==> src/rtl/shift_unit_pkg.sv <==
// shift_unit_pkg: op encodings and FSM state type shared by the shift unit files
package shift_unit_pkg;
  localparam logic [2:0] OP_ZERO = 3'b000;
  localparam logic [2:0] OP_LOAD = 3'b001;
  localparam logic [2:0] OP_LSR  = 3'b010;
  localparam logic [2:0] OP_LSL  = 3'b011;
  localparam logic [2:0] OP_ASR  = 3'b100;
  localparam logic [2:0] OP_INS  = 3'b101;
  localparam logic [2:0] OP_ROR  = 3'b110;
  localparam logic [2:0] OP_ROL  = 3'b111;
  typedef enum logic [1:0] {ST_IDLE, ST_SHIFT, ST_DONE} state_e;
endpackage

==> src/rtl/shift_unit_step.sv <==
// shift_step: combinational single-bit step of one shift op; ZERO/LOAD pass x through
module shift_step
  import shift_unit_pkg::*;
#(
  parameter int W = 8
) (
  input  logic [2:0]   op_i,
  input  logic [W-1:0] x_i,
  input  logic         a_i,
  output logic [W-1:0] x_o,
  output logic         b_o
);
  logic left, right, fill;
  assign left  = op_i == OP_LSL || op_i == OP_ROL;
  assign right = op_i == OP_LSR || op_i == OP_ASR || op_i == OP_INS || op_i == OP_ROR;
  assign fill  = op_i == OP_ASR ? x_i[W-1] : op_i == OP_INS ? a_i : op_i == OP_ROR ? x_i[0] : 1'b0;
  assign x_o   = left ? {x_i[W-2:0], op_i == OP_ROL ? x_i[W-1] : 1'b0} :
                 right ? {fill, x_i[W-1:1]} : x_i;
  assign b_o   = left ? x_i[W-1] : x_i[0];
endmodule

==> src/rtl/shift_unit.sv <==
// shift_unit: iterative shifter; define SHIFT_UNIT_BARREL_EN for single-cycle barrel variant
module shift_unit
  import shift_unit_pkg::*;
#(
  parameter  int DATA_LEN = 8,
  localparam int SHAMT_W  = $clog2(DATA_LEN)
) (
  input  logic                clk,
  input  logic                rst,
  input  logic                start,
  output logic                ready,
  input  logic [2:0]          op,
  input  logic [DATA_LEN-1:0] din,
  input  logic [SHAMT_W-1:0]  shamt,
  input  logic                a,
  output logic [DATA_LEN-1:0] dout,
  output logic                done,
  output logic                sout
);
  state_e              state_q, state_d;
  logic [DATA_LEN-1:0] dout_q, dout_d;
  logic                sout_q, sout_d;
  logic                accept;
  assign accept = state_q == ST_IDLE && start;
`ifdef SHIFT_UNIT_BARREL_EN
  logic [DATA_LEN-1:0] bar_x [DATA_LEN];
  logic                bar_b [DATA_LEN];
  assign bar_x[0] = din;
  assign bar_b[0] = 1'b0;
  for (genvar k = 0; k < DATA_LEN - 1; k++) begin : g_bar
    shift_step #(.W(DATA_LEN)) u_step (
      .op_i(op), .x_i(bar_x[k]), .a_i(a), .x_o(bar_x[k+1]), .b_o(bar_b[k+1])
    );
  end
  // whole result is picked from the step chain at accept; LOAD passes through unchanged
  always_comb begin
    state_d = state_q == ST_DONE ? ST_IDLE : state_q;
    dout_d  = dout_q;
    sout_d  = sout_q;
    if (accept) begin
      state_d = ST_DONE;
      dout_d  = op == OP_ZERO ? '0 : bar_x[shamt];
      sout_d  = op == OP_ZERO || op == OP_LOAD || shamt == '0 ? sout_q : bar_b[shamt];
    end
  end
`else
  logic [2:0]          op_q, op_d;
  logic [SHAMT_W-1:0]  cnt_q, cnt_d;
  logic [DATA_LEN-1:0] stp_x;
  logic                stp_b, is_sh;
  assign is_sh = op != OP_ZERO && op != OP_LOAD;
  shift_step #(.W(DATA_LEN)) u_step (
    .op_i(op_q), .x_i(dout_q), .a_i(a), .x_o(stp_x), .b_o(stp_b)
  );
  // accept latches the request, SHIFT applies one step per cycle until cnt runs out
  always_comb begin
    state_d = state_q == ST_DONE ? ST_IDLE : state_q;
    dout_d  = dout_q;
    sout_d  = sout_q;
    op_d    = op_q;
    cnt_d   = cnt_q;
    if (accept) begin
      op_d    = op;
      dout_d  = op == OP_ZERO ? '0 : din;
      cnt_d   = is_sh ? shamt : '0;
      state_d = is_sh && shamt != '0 ? ST_SHIFT : ST_DONE;
    end else if (state_q == ST_SHIFT) begin
      dout_d  = stp_x;
      sout_d  = stp_b;
      cnt_d   = cnt_q - 1'b1;
      state_d = cnt_q == SHAMT_W'(1) ? ST_DONE : ST_SHIFT;
    end
  end
`endif
  // state and datapath registers; reset wins over any request in flight
  always_ff @(posedge clk) begin
    if (rst) begin
      state_q <= ST_IDLE;
      dout_q  <= '0;
      sout_q  <= 1'b0;
`ifndef SHIFT_UNIT_BARREL_EN
      op_q    <= OP_ZERO;
      cnt_q   <= '0;
`endif
    end else begin
      state_q <= state_d;
      dout_q  <= dout_d;
      sout_q  <= sout_d;
`ifndef SHIFT_UNIT_BARREL_EN
      op_q    <= op_d;
      cnt_q   <= cnt_d;
`endif
    end
  end
  assign ready = state_q == ST_IDLE;
  assign done  = state_q == ST_DONE;
  assign dout  = dout_q;
  assign sout  = sout_q;
endmodule

==> config.mk <==
export PLATFORM = sky130hd
export DESIGN_NAME = shift_unit
export DESIGN_NICKNAME = d
export VERILOG_FILES = /design/src/rtl/shift_unit_pkg.sv /design/src/rtl/shift_unit_step.sv /design/src/rtl/shift_unit.sv
export SDC_FILE = /design/constraint.sdc
export NUM_CORES = 1
export LEC_CHECK = 0
export ABC_CLOCK_PERIOD_IN_PS = 1700
export CAP_MARGIN = 20
export CORE_MARGIN = 2
export CORE_UTILIZATION = 25
export CTS_BUF_LIST = sky130_fd_sc_hd__clkbuf_8
export CTS_CLUSTER_DIAMETER = 200
export DETAILED_ROUTE_END_ITERATION = 6
export PLACE_DENSITY_LB_ADDON = 0.2
export SETUP_SLACK_MARGIN = 0.15
export SLEW_MARGIN = 10
export SYNTH_ARGS = -nofsm -noshare
export SYNTH_HDL_FRONTEND = slang
export SYNTH_SLANG_ARGS = --single-unit
export TNS_END_PERCENT = 1
==> constraint.sdc <==
create_clock -name clk -period 1.7 [get_ports clk]
set_input_delay 0.17 -clock clk [delete_from_list [all_inputs] [get_ports clk]]
set_output_delay 0.17 -clock clk [all_outputs]
set_load 0.05 [all_outputs]
==> impl_results.md, run 1 <==
- Top-level I/O count: 29
- Total GRT Usage: 0.123
- Post-synth top area share: 0.348
- Synth cell types: 38
- Initial antenna violation count: 0
- ANT cells: 0
- Crit-path slowest cell: or3b_4
- CP cell instances: or3b_4 > buf_4 > nor4b_2 > a21o_1
- Synth Net Count: 133
- Mapped Area: 977 sq um
- Worst reg2reg endpoint: dout[7]
- Mapped Cells: 113
- Core Util, Final: 0.371
- Post-CTS Setup Bufs: 0
- Hold Violations, Final: 0
- Max incr delay on CP: 0.45 ns
- Max cap viols: 0
- Post-synthesis compound-gate area fraction: 0.254
- Die Width: 66.5 um
- Mux cell area share after synthesis: 0.0730
- Top_reg_cell synth: dfxtp_1
- Detailed Route WL: 2540 um
- Critical path required time: 1.89 ns
- DPL Wire Length: 2000 um
- CP max FO: 9
- CP delay by family, top: simple AND/OR/NAND/NOR gates
- FF-to-FF setup slack: 0.25 ns
- Final setup TNS: 0 ns
- Status: finished clean
- H-tree depth: 1
- Setup Skew: 0.00777 ns
- DR DRC count: 0
- Adder-Cell Fraction of Synth Area: 0.0256
- Worst R2R Start: state_q[1]
- Critical path capture point type: flip-flop
- PD cells: 907 nW/um^2
- Sequential fraction of the synthesis area: 0.348
- Die Y-Extent: 66.5 um
- Worst setup path endpoint: dout[7]
- First-pass GRT wire length: 4200 um
- Vias per cell: 4.81
- Quantity of gates resized following cts: 1
- Vias: 934
- GRT overflow: 0
- Largest family of logic cells by synthesized area: compound AO/OA/AOI/OAI gates
- Inserted Clock Buffers: 3
- Drt initial violations: 80
- # setup viols final: 0
- Synth area leaders: dfxtp_1 35%, nor2_1 8.5%, a2111oi_2 7.7%
- Remaining antenna violation count: 0
- First drt pass iteration count: 4
- Clock Latency Late Sink: 0.25 ns
- Fin crit share: 0.854
- Fraction of registers with async set/reset: 0
- Share of post-route cells with drive strength above 1: 0.233
- Critical Path Start Type: flip-flop
- Post-synthesis area per instance: 8.65 sq um
- CTS Sinks: 17
- Core footprint: 3720 sq um
- Post-Synth Simple-Gate Area: 0.247
- Leading area contributor after synthesis: dfxtp_1
- CP bufs+invs: 1
- Die area: 4420 sq um
- Yosys reg bits: 17
- Critical path origin: state_q[1]
- Nets: 167
- Vias in the first global route: 962
- Worst Hold Class: reg -> reg
- CTS tree: yes
- Layout area overhead: 41.1%
- Gpl congestion: 0.754
- Starting Density: 0.263
- Wirelength per Cell: 13.1 um
- Hold Slack: 0.509 ns
- Setup CP Type: reg -> reg
- Fillers: 397
- Xor and xnor area share after synthesis: 0.00896
- Root Driver: clkbuf_8
- Worst-Margin Slew: 0.485 ns
- WP depth: 4
- RSZ-0062 raised after global routing: false
- Reg2reg path depth: 4
- Peak VDD IR: 0.000212 V
- Max clock buf depth: 2
- Port Buffers: 28
- Max frequency: 689 MHz
- Ys Warns: 0
- # hold bufs at CTS: 0
- CP arrival: 1.65 ns
- Pin count of the biggest net entering global routing: 12
- Cell Rows: 22
- Clock Pin Slew Worst Setup and Hold Paths: 0.07 ns
- EDFF count, synth: 0
- Fin. max-slew vios: 0
- Max_slew headroom: 0.678
- Total Power: 1250 uW
- Leakage: 0.000572 uW
- Final min period: 1.45 ns
[stage by stage]
stage,std cells,worst slack (ns),instance area [sq um]
after floorplan,113,0.218,985
after global placement,190,0.0789,1330
after detailed placement,190,0.0244,1330
after CTS,194,0.235,1380
after global routing,194,0.167,1380
final,194,0.248,1380
[cells in the mapped netlist, types with 2 or more instances]
master,number
nand2b_1,3
nand2_1,11
dfxtp_1,17
inv_1,2
nor3_1,3
nor2_1,22
clkbuf_1,3
a2111oi_2,5
ha_1,2
mux2i_1,6
o21ai_0,4
a21o_1,2
a21oi_1,8
[layout make-up]
type,instances,area [sq um],area share
clock buffer,3,41.3,0.0299
clock inverter,1,5.00,0.00363
inverter,2,7.51,0.00544
multi-input combinational,88,604,0.438
sequential,17,342,0.248
tap,48,60.1,0.0436
timing repair buffer,35,319,0.231
[how the worst min path moves through the flow]
stage / slack [ns] / from / to / cells after the start
floorplan: 0.31 / op[2] / op_q[2] / 2
global placement: 0.49 / sout / sout / 2
detailed placement: 0.52 / sout / sout / 2
CTS: 0.51 / op[0] / op_q[0] / 3
global route: 0.51 / op[0] / op_q[0] / 3
finish: 0.51 / sout / sout / 2
[worst min-delay path: cells and delay by family (launching register included)]
| kind | cells | cell delay [ns] |
|---|---|---|
| simple gates | 1 | 0.09 |
| flops | 1 | 0.32 |
| compound gates | 1 | 0.05 |
[registers in the layout, summed over array words and instances, names as in the netlist]
register	count
dout	8
cnt_q	3
op_q	3
state_q	2
sout	1
[cells by family (layout without fill, tap and decap cells)]
family | after synthesis | count (layout)
AND/OR/NAND/NOR | 50 | 50
AO/OA/AOI/OAI | 28 | 28
flip-flops | 17 | 17
buffers and inverters | 8 | 41
multiplexers | 7 | 7
adder cells (fa/ha/maj) | 2 | 2
XOR/XNOR | 1 | 1
[power breakdown]
part	leakage, uW	internal [uW]	total [uW]	switching (uW)
Sequential	0.000141	444	497	53.4
Combinational	0.000405	188	446	258
Clock	0.0000255	163	307	145
Total	0.000572	795	1250	456
[metal layers]
metal  routed length (um)  up-vias  part of all wire  track usage
li1                     -      469                 -            -
met1                 1110      449              0.44        0.153
met2                 1300       14              0.51        0.203
met3                   97        2             0.038       0.0304
met4                   27        0             0.011       0.0510
met5                    0        -                 0            0
[placed cells by master (no fill, tap or decap), types with 4 or more instances in the layout]
| cell type | instances |
|---|---|
| nor2_1 | 21 |
| buf_4 | 16 |
| a21oi_1 | 8 |
| a2111oi_2 | 5 |
| clkdlybuf4s50_1 | 17 |
| dfxtp_1 | 16 |
| o21ai_0 | 4 |
| nand2_1 | 10 |
| mux2i_1 | 6 |
Note: power is estimated with default switching activity, not from simulation.
==> run 2, diff against run 1 <==
--- a/config.mk
+++ b/config.mk
@@ -13,6 +13,7 @@
 export CTS_CLUSTER_DIAMETER = 200
 export DETAILED_ROUTE_END_ITERATION = 6
 export PLACE_DENSITY_LB_ADDON = 0.2
+export REMOVE_ABC_BUFFERS = 1
 export SETUP_SLACK_MARGIN = 0.15
 export SLEW_MARGIN = 10
 export SYNTH_ARGS = -nofsm -noshare
==> constraint.sdc (replaced) <==
create_clock -name clk -period 1.7 [get_ports clk]
set_input_delay 0.17 -clock clk [delete_from_list [all_inputs] [get_ports clk]]
set_output_delay 0.17 -clock clk [all_outputs]
set_load 0.1 [all_outputs]
==> impl_results.md, run 2 (same netlist as run 1, synthesis figures left out) <==
- Port Buffers: 28 (unchanged)
- Hold EP: op_q[0]
- First drt pass iteration count: 6 (+2)
- Inserted Clock Buffers: 3 (unchanged)
- Max cap viols: 0 (unchanged)
- Setup Skew: 0.000794 ns (-0.00697 ns)
- Peak VDD IR: 0.000235 V (+11%)
- CP max FO: 7 (-2)
- Share of post-route cells with drive strength above 1: 0.228 (-0.00529)
- Pre-CTS worst setup slack: 0.0557 ns (+0.0313 ns)
- Clock Pin Slew Worst Setup and Hold Paths: 0.07 ns (about the same)
- Gpl congestion: 0.799 (+6.0%)
- Status: finished clean
- Max clock buf depth: 2 (unchanged)
- Vias: 926 (-0.86%)
- CP arrival: 1.59 ns (-0.06 ns)
- Detailed Route WL: 2440 um (-3.9%)
- Net Sw Power: 578 uW (+27%)
- Metal2 WL: 1170 um (-11%)
- Max_slew headroom: 0.719 (+0.0408)
- Cell Rows: 22 (unchanged)
- Switch share: 0.403 (+0.0386)
- Final setup margin: 0.300 ns (+0.0519 ns)
- Hold Violations, Final: 0 (unchanged)
- Wirelength per Cell: 12.6 um (-3.4%)
- Core Util, Final: 0.397 (+0.0259)
- Finished Layout Cells: 193 (-0.52%)
- Core footprint: 3720 sq um (unchanged)
- CTS tree: yes
- Die area: 4420 sq um (unchanged)
- Min-delay src: op[0]
- CTS Sinks: 17 (unchanged)
- PD cells: 972 nW/um^2 (+7.2%)
- Fin crit share: 0.823 (-0.0305)
- Gate power share: 0.437 (+0.080)
- Die Y-Extent: 66.5 um (unchanged)
- Worst hold path cell count: 3 (+1)
- Internal power: 856 uW (+7.7%)
- # setup viols final: 0 (unchanged)
- Critical path required time: 1.89 ns (about the same)
- Worst-Margin Slew: 0.419 ns (-0.0664 ns)
- Max FFs per register: 8 (unchanged)
- Pin count of the biggest net entering global routing: 12 (unchanged)
- Uppermost layer routed: met4
- DPL Wire Length: 1930 um (-3.2%)
- M1 WL: 1140 um (+3.0%)
- Clock Latency Late Sink: 0.25 ns (about the same)
- Top-level I/O count: 29 (unchanged)
- Fillers: 384 (-3.3%)
- Inst Count DP: 189 (-0.53%)
- First-pass GRT wire length: 4070 um (-3.0%)
- Total GRT Usage: 0.118 (-0.00503)
- Remaining antenna violation count: 0 (unchanged)
- Reg2reg path depth: 5 (+1)
- Final min period: 1.40 ns (-0.0519 ns)
- Critical Path Start Type: input port
- ANT cells: 0 (unchanged)
- Most common cell after layout, fill and taps aside: nor2_1
- Register share of total power: 0.355 (-0.042)
- Commonest non-fill, non-tap cells in the layout: 22 x nor2_1, 17 x clkdlybuf4s50_1, 15 x dfxtp_1
- Setup CP Type: in -> reg
- Vias in the first global route: 886 (-7.9%)
- Critical path capture point type: flip-flop
- Max frequency: 714 MHz (+3.7%)
- FF-to-FF setup slack: 0.33 ns (+0.08 ns)
- Root Driver: clkbuf_8
- H-tree depth: 1 (unchanged)
- Vias per cell: 4.80 (-0.34%)
- DR DRC count: 0 (unchanged)
- Worst reg2reg endpoint: cnt_q[2]
- Post-CTS Setup Bufs: 0 (unchanged)
- Drt initial violations: 34 (-57%)
- Clock power share: 0.207 (-0.039)
- Worst R2R Start: state_q[1]
- GRT overflow: 0 (unchanged)
- Nets: 166 (-0.60%)
- Worst Hold Class: in -> reg
- Leakage: 0.000597 uW (+4.4%)
- Die Width: 66.5 um (unchanged)
- Starting Density: 0.263 (unchanged)
- Fin. max-slew vios: 0 (unchanged)
- RSZ-0062 raised after global routing: false
- WL met3: 95 um (-2.1%)
- Initial antenna violation count: 0 (unchanged)
- Layout area overhead: 51.0%
- Final setup TNS: 0 ns (unchanged)
-- run 2: changes by cell type in the layout (fill, tap and decap cells not counted), sizes merged --
cell and delta:
clkinv -1, dlygate4sd2 -1, inv +1
-- run 2: worst max-delay path, stage by stage --
cell and delay [ns]:
clkdlybuf4s50_1 0.48, or3b_4 0.40, buf_4 0.17, nor2_1 0.14, a222oi_1 0.12, nor2_1 0.10
-- run 2: metal layers --
layer	GRT usage	vias up
met4	0.0536	0
met3	0.00845	4
li1	-	471
met2	0.193	25
met5	0	-
met1	0.159	426
-- run 2: area by class of cell --
type                            instances  area, sq um  share of cell area
Clock inverter                          1         3.75             0.00254
Inverter                                2         7.51             0.00509
Tap cell                               48         60.1              0.0407
Multi-Input combinational cell         88          597               0.405
Timing Repair Buffer                   34          423               0.287
Clock buffer                            3         41.3              0.0280
Sequential cell                        17          343               0.232
-- run 2: worst max path at each step --
stage	start	end	slack [ns]	depth (start not counted)
2_1_floorplan	state_q[0]	dout[5]	-0.74	4
3_3_place_gp	start	cnt_q[2]	0.08	6
3_5_place_dp	start	cnt_q[2]	0.06	6
4_1_cts	state_q[0]	dout[3]	0.20	4
5_1_grt	cnt_q[0]	cnt_q[2]	0.23	5
6_report	start	cnt_q[2]	0.30	6
-- run 2: stage by stage --
step	instance area (sq um)	hold slack, ns	total power, uW
3_3_place_gp	1430	0.503	1140
5_1_grt	1480	0.528	1510
6_report	1480	0.500	1430
3_5_place_dp	1430	0.496	1150
2_1_floorplan	942	0.239	897
4_1_cts	1470	0.503	1440
-- run 2: what timing repair did --
| action | in CTS | in global routing |
|---|---|---|
| endpoints found under the setup margin | 0 | 7 |
| hold buffers | 0 | 0 |
| gates resized for setup | 0 | 3 |
-- run 2: power groups by stage --
stage | Clock [uW] | Combinational [uW] | Sequential, uW
detailed placement | 0 | 628 | 517
finish | 297 | 627 | 509
global route | 333 | 664 | 518
global placement | 0 | 624 | 515
floorplan | 0 | 215 | 682
CTS | 307 | 630 | 508
==> run 3, diff against run 2 <==
--- a/config.mk
+++ b/config.mk
@@ -5,7 +5,7 @@
 export SDC_FILE = /design/constraint.sdc
 export NUM_CORES = 1
 export LEC_CHECK = 0
-export ABC_CLOCK_PERIOD_IN_PS = 1700
+export ABC_CLOCK_PERIOD_IN_PS = 1400
 export CAP_MARGIN = 20
 export CORE_MARGIN = 2
 export CORE_UTILIZATION = 25
==> constraint.sdc (replaced) <==
create_clock -name clk -period 1.4 [get_ports clk]
set_input_delay 0.14 -clock clk [delete_from_list [all_inputs] [get_ports clk]]
set_output_delay 0.14 -clock clk [all_outputs]
set_load 0.1 [all_outputs]
==> impl_results.md, run 3 (same netlist as run 1, synthesis figures left out) <==
- Status: finished clean
- Starting Density: 0.263 (unchanged)
- Remaining antenna violation count: 0 (unchanged)
- H-tree depth: 1 (unchanged)
- CTS tree: yes
- PD cells: 1110 nW/um^2 (+15%)
- First-pass GRT wire length: 4350 um (+6.9%)
- Vias per cell: 4.81 (+0.33%)
- Clock Latency Late Sink: 0.25 ns (about the same)
- Layout area overhead: 69.8%
- Leakage: 0.000685 uW (+15%)
- Wirelength per Cell: 12.4 um (-1.8%)
- Pin count of the biggest net entering global routing: 14 (+2)
- DPL Wire Length: 2000 um (+3.5%)
- Gpl congestion: 0.782 (-2.1%)
- Register area: 352 sq um (+2.6%)
- Final setup margin: 0.0747 ns (-0.226 ns)
- Critical Path Start Type: flip-flop
- Worst R2R Start: state_q[0]
- Fin area: 1660 sq um (+12%)
- Worst Hold Class: in -> reg
- Critical path origin: state_q[0]
- Die area: 4420 sq um (unchanged)
- CP max FO: 4 (-3)
- Hold Violations, Final: 0 (unchanged)
- Peak VDD IR: 0.000390 V (+66%)
- Drt initial violations: 77 (+130%)
- Cell Rows: 22 (unchanged)
- Hold Slack: 0.468 ns (-0.0321 ns)
- Setup Skew: 0.000848 ns (+0.0000545 ns)
- Max clock buf depth: 2 (unchanged)
- Vias: 982 (+6.0%)
- Gate power share: 0.474 (+0.037)
- Critical path required time: 1.58 ns (-0.31 ns)
- Share of post-route cells with drive strength above 1: 0.359 (+0.131)
- ANT cells: 0 (unchanged)
- Register share of total power: 0.331 (-0.024)
- Fillers: 375 (-2.3%)
- Top-level I/O count: 29 (unchanged)
- DR DRC count: 0 (unchanged)
- Initial antenna violation count: 0 (unchanged)
- Net Sw Power: 731 uW (+26%)
- # hold bufs at CTS: 0 (unchanged)
- Max frequency: 755 MHz
- Detailed Route WL: 2530 um (+3.8%)
- Setup CP Type: reg -> reg
- Hold EP: op_q[0]
- Total GRT Usage: 0.127 (+0.00875)
- Nets: 177 (+6.6%)
- Root Driver: clkbuf_8
- Min-delay src: op[0]
- GRT overflow: 0 (unchanged)
- Worst reg2reg endpoint: state_q[0]
- CP arrival: 1.51 ns (-0.08 ns)
- Fin crit share: 0.947
- Pre-CTS worst setup slack: -0.229 ns (-0.285 ns)
- Clock Pin Slew Worst Setup and Hold Paths: 0.06 ns (about the same)
- DP Area: 1500 sq um (+5.4%)
- Core footprint: 3720 sq um (unchanged)
- Max FFs per register: 8 (unchanged)
- Worst-Margin Slew: 0.267 ns (-0.152 ns)
- Port Buffers: 28 (unchanged)
- Switch share: 0.395 (-0.00777)
- Fin. max-slew vios: 0 (unchanged)
- Inserted Clock Buffers: 3 (unchanged)
- Vias in the first global route: 973 (+9.8%)
- # setup viols final: 0 (unchanged)
- Max_slew headroom: 0.817 (+0.0981)
- Die Y-Extent: 66.5 um (unchanged)
- CTS Sinks: 17 (unchanged)
- Clock power share: 0.195 (-0.012)
- Multi-input gate area: 651 sq um (+9.0%)
- Critical path capture point type: flip-flop
- Internal power: 1120 uW (+31%)
- Reg2reg path depth: 3 (-2)
- Max cap viols: 0 (unchanged)
- First drt pass iteration count: 4 (-2)
- Commonest non-fill, non-tap cells in the layout: 20 x nor2_1, 16 x clkdlybuf4s50_1, 12 x dfxtp_1, 12 x buf_12, 12 x buf_4
- Die Width: 66.5 um (unchanged)
- Final setup TNS: 0 ns (unchanged)
- Worst hold path cell count: 3 (unchanged)
- FF-to-FF setup slack: 0.07 ns (-0.26 ns)
- RSZ-0062 raised after global routing: true
- Most common cell after layout, fill and taps aside: nor2_1
- Final min period: 1.33 ns
-- run 3: metrics by stage --
step / util / power [uW] / instances
after floorplan: - / 1090 / 107
after global placement: 0.404 / 1430 / 196
after detailed placement: 0.404 / 1440 / 196
after CTS: 0.425 / 1810 / 202
after global routing: 0.446 / 1950 / 204
final: 0.446 / 1850 / 204
-- run 3: worst max path at each step --
stage | cells past startpoint | endpoint
2_1_floorplan | 4 | dout[5]
4_1_cts | 4 | dout[7]
6_report | 3 | state_q[0]
3_3_place_gp | 4 | state_q[0]
5_1_grt | 3 | state_q[0]
3_5_place_dp | 4 | state_q[0]
-- run 3: area by class of cell --
type | instances | share of cell area
Sequential cell | 17 | 0.212
Clock inverter | 1 | 0.00226
Inverter | 2 | 0.00452
Clock buffer | 3 | 0.0249
Tap cell | 48 | 0.0362
Multi-Input combinational cell | 88 | 0.392
Timing Repair Buffer | 45 | 0.328
-- run 3: what timing repair did --
item | CTS | global route
endpoints found under the hold margin | 0 | 0
pin swaps | 4 | 5
endpoints found under the setup margin | 13 | 15
buffers inserted | 2 | 2
resized for setup | 7 | 19
-- run 3: power groups by stage --
stage / combinational [uW] / clock, uW / sequential [uW]
floorplan: 262 / 0 / 828
global placement: 807 / 0 / 618
detailed placement: 816 / 0 / 622
CTS: 827 / 373 / 610
global route: 928 / 396 / 625
finish: 876 / 361 / 612
-- run 3: layer usage --
metal / vias to the layer above / GRT usage / share of wire
li1: 493 / - / -
met4: 0 / 0.0612 / 0.018
met5: - / 0 / 0
met2: 24 / 0.201 / 0.48
met1: 461 / 0.170 / 0.45
met3: 4 / 0.0152 / 0.047
-- run 3: critical path: stages (launching register included) --
cell	delay, ns
dfxtp_4	0.36
or3b_4	0.41
or3_1	0.33
a21oi_2	0.15
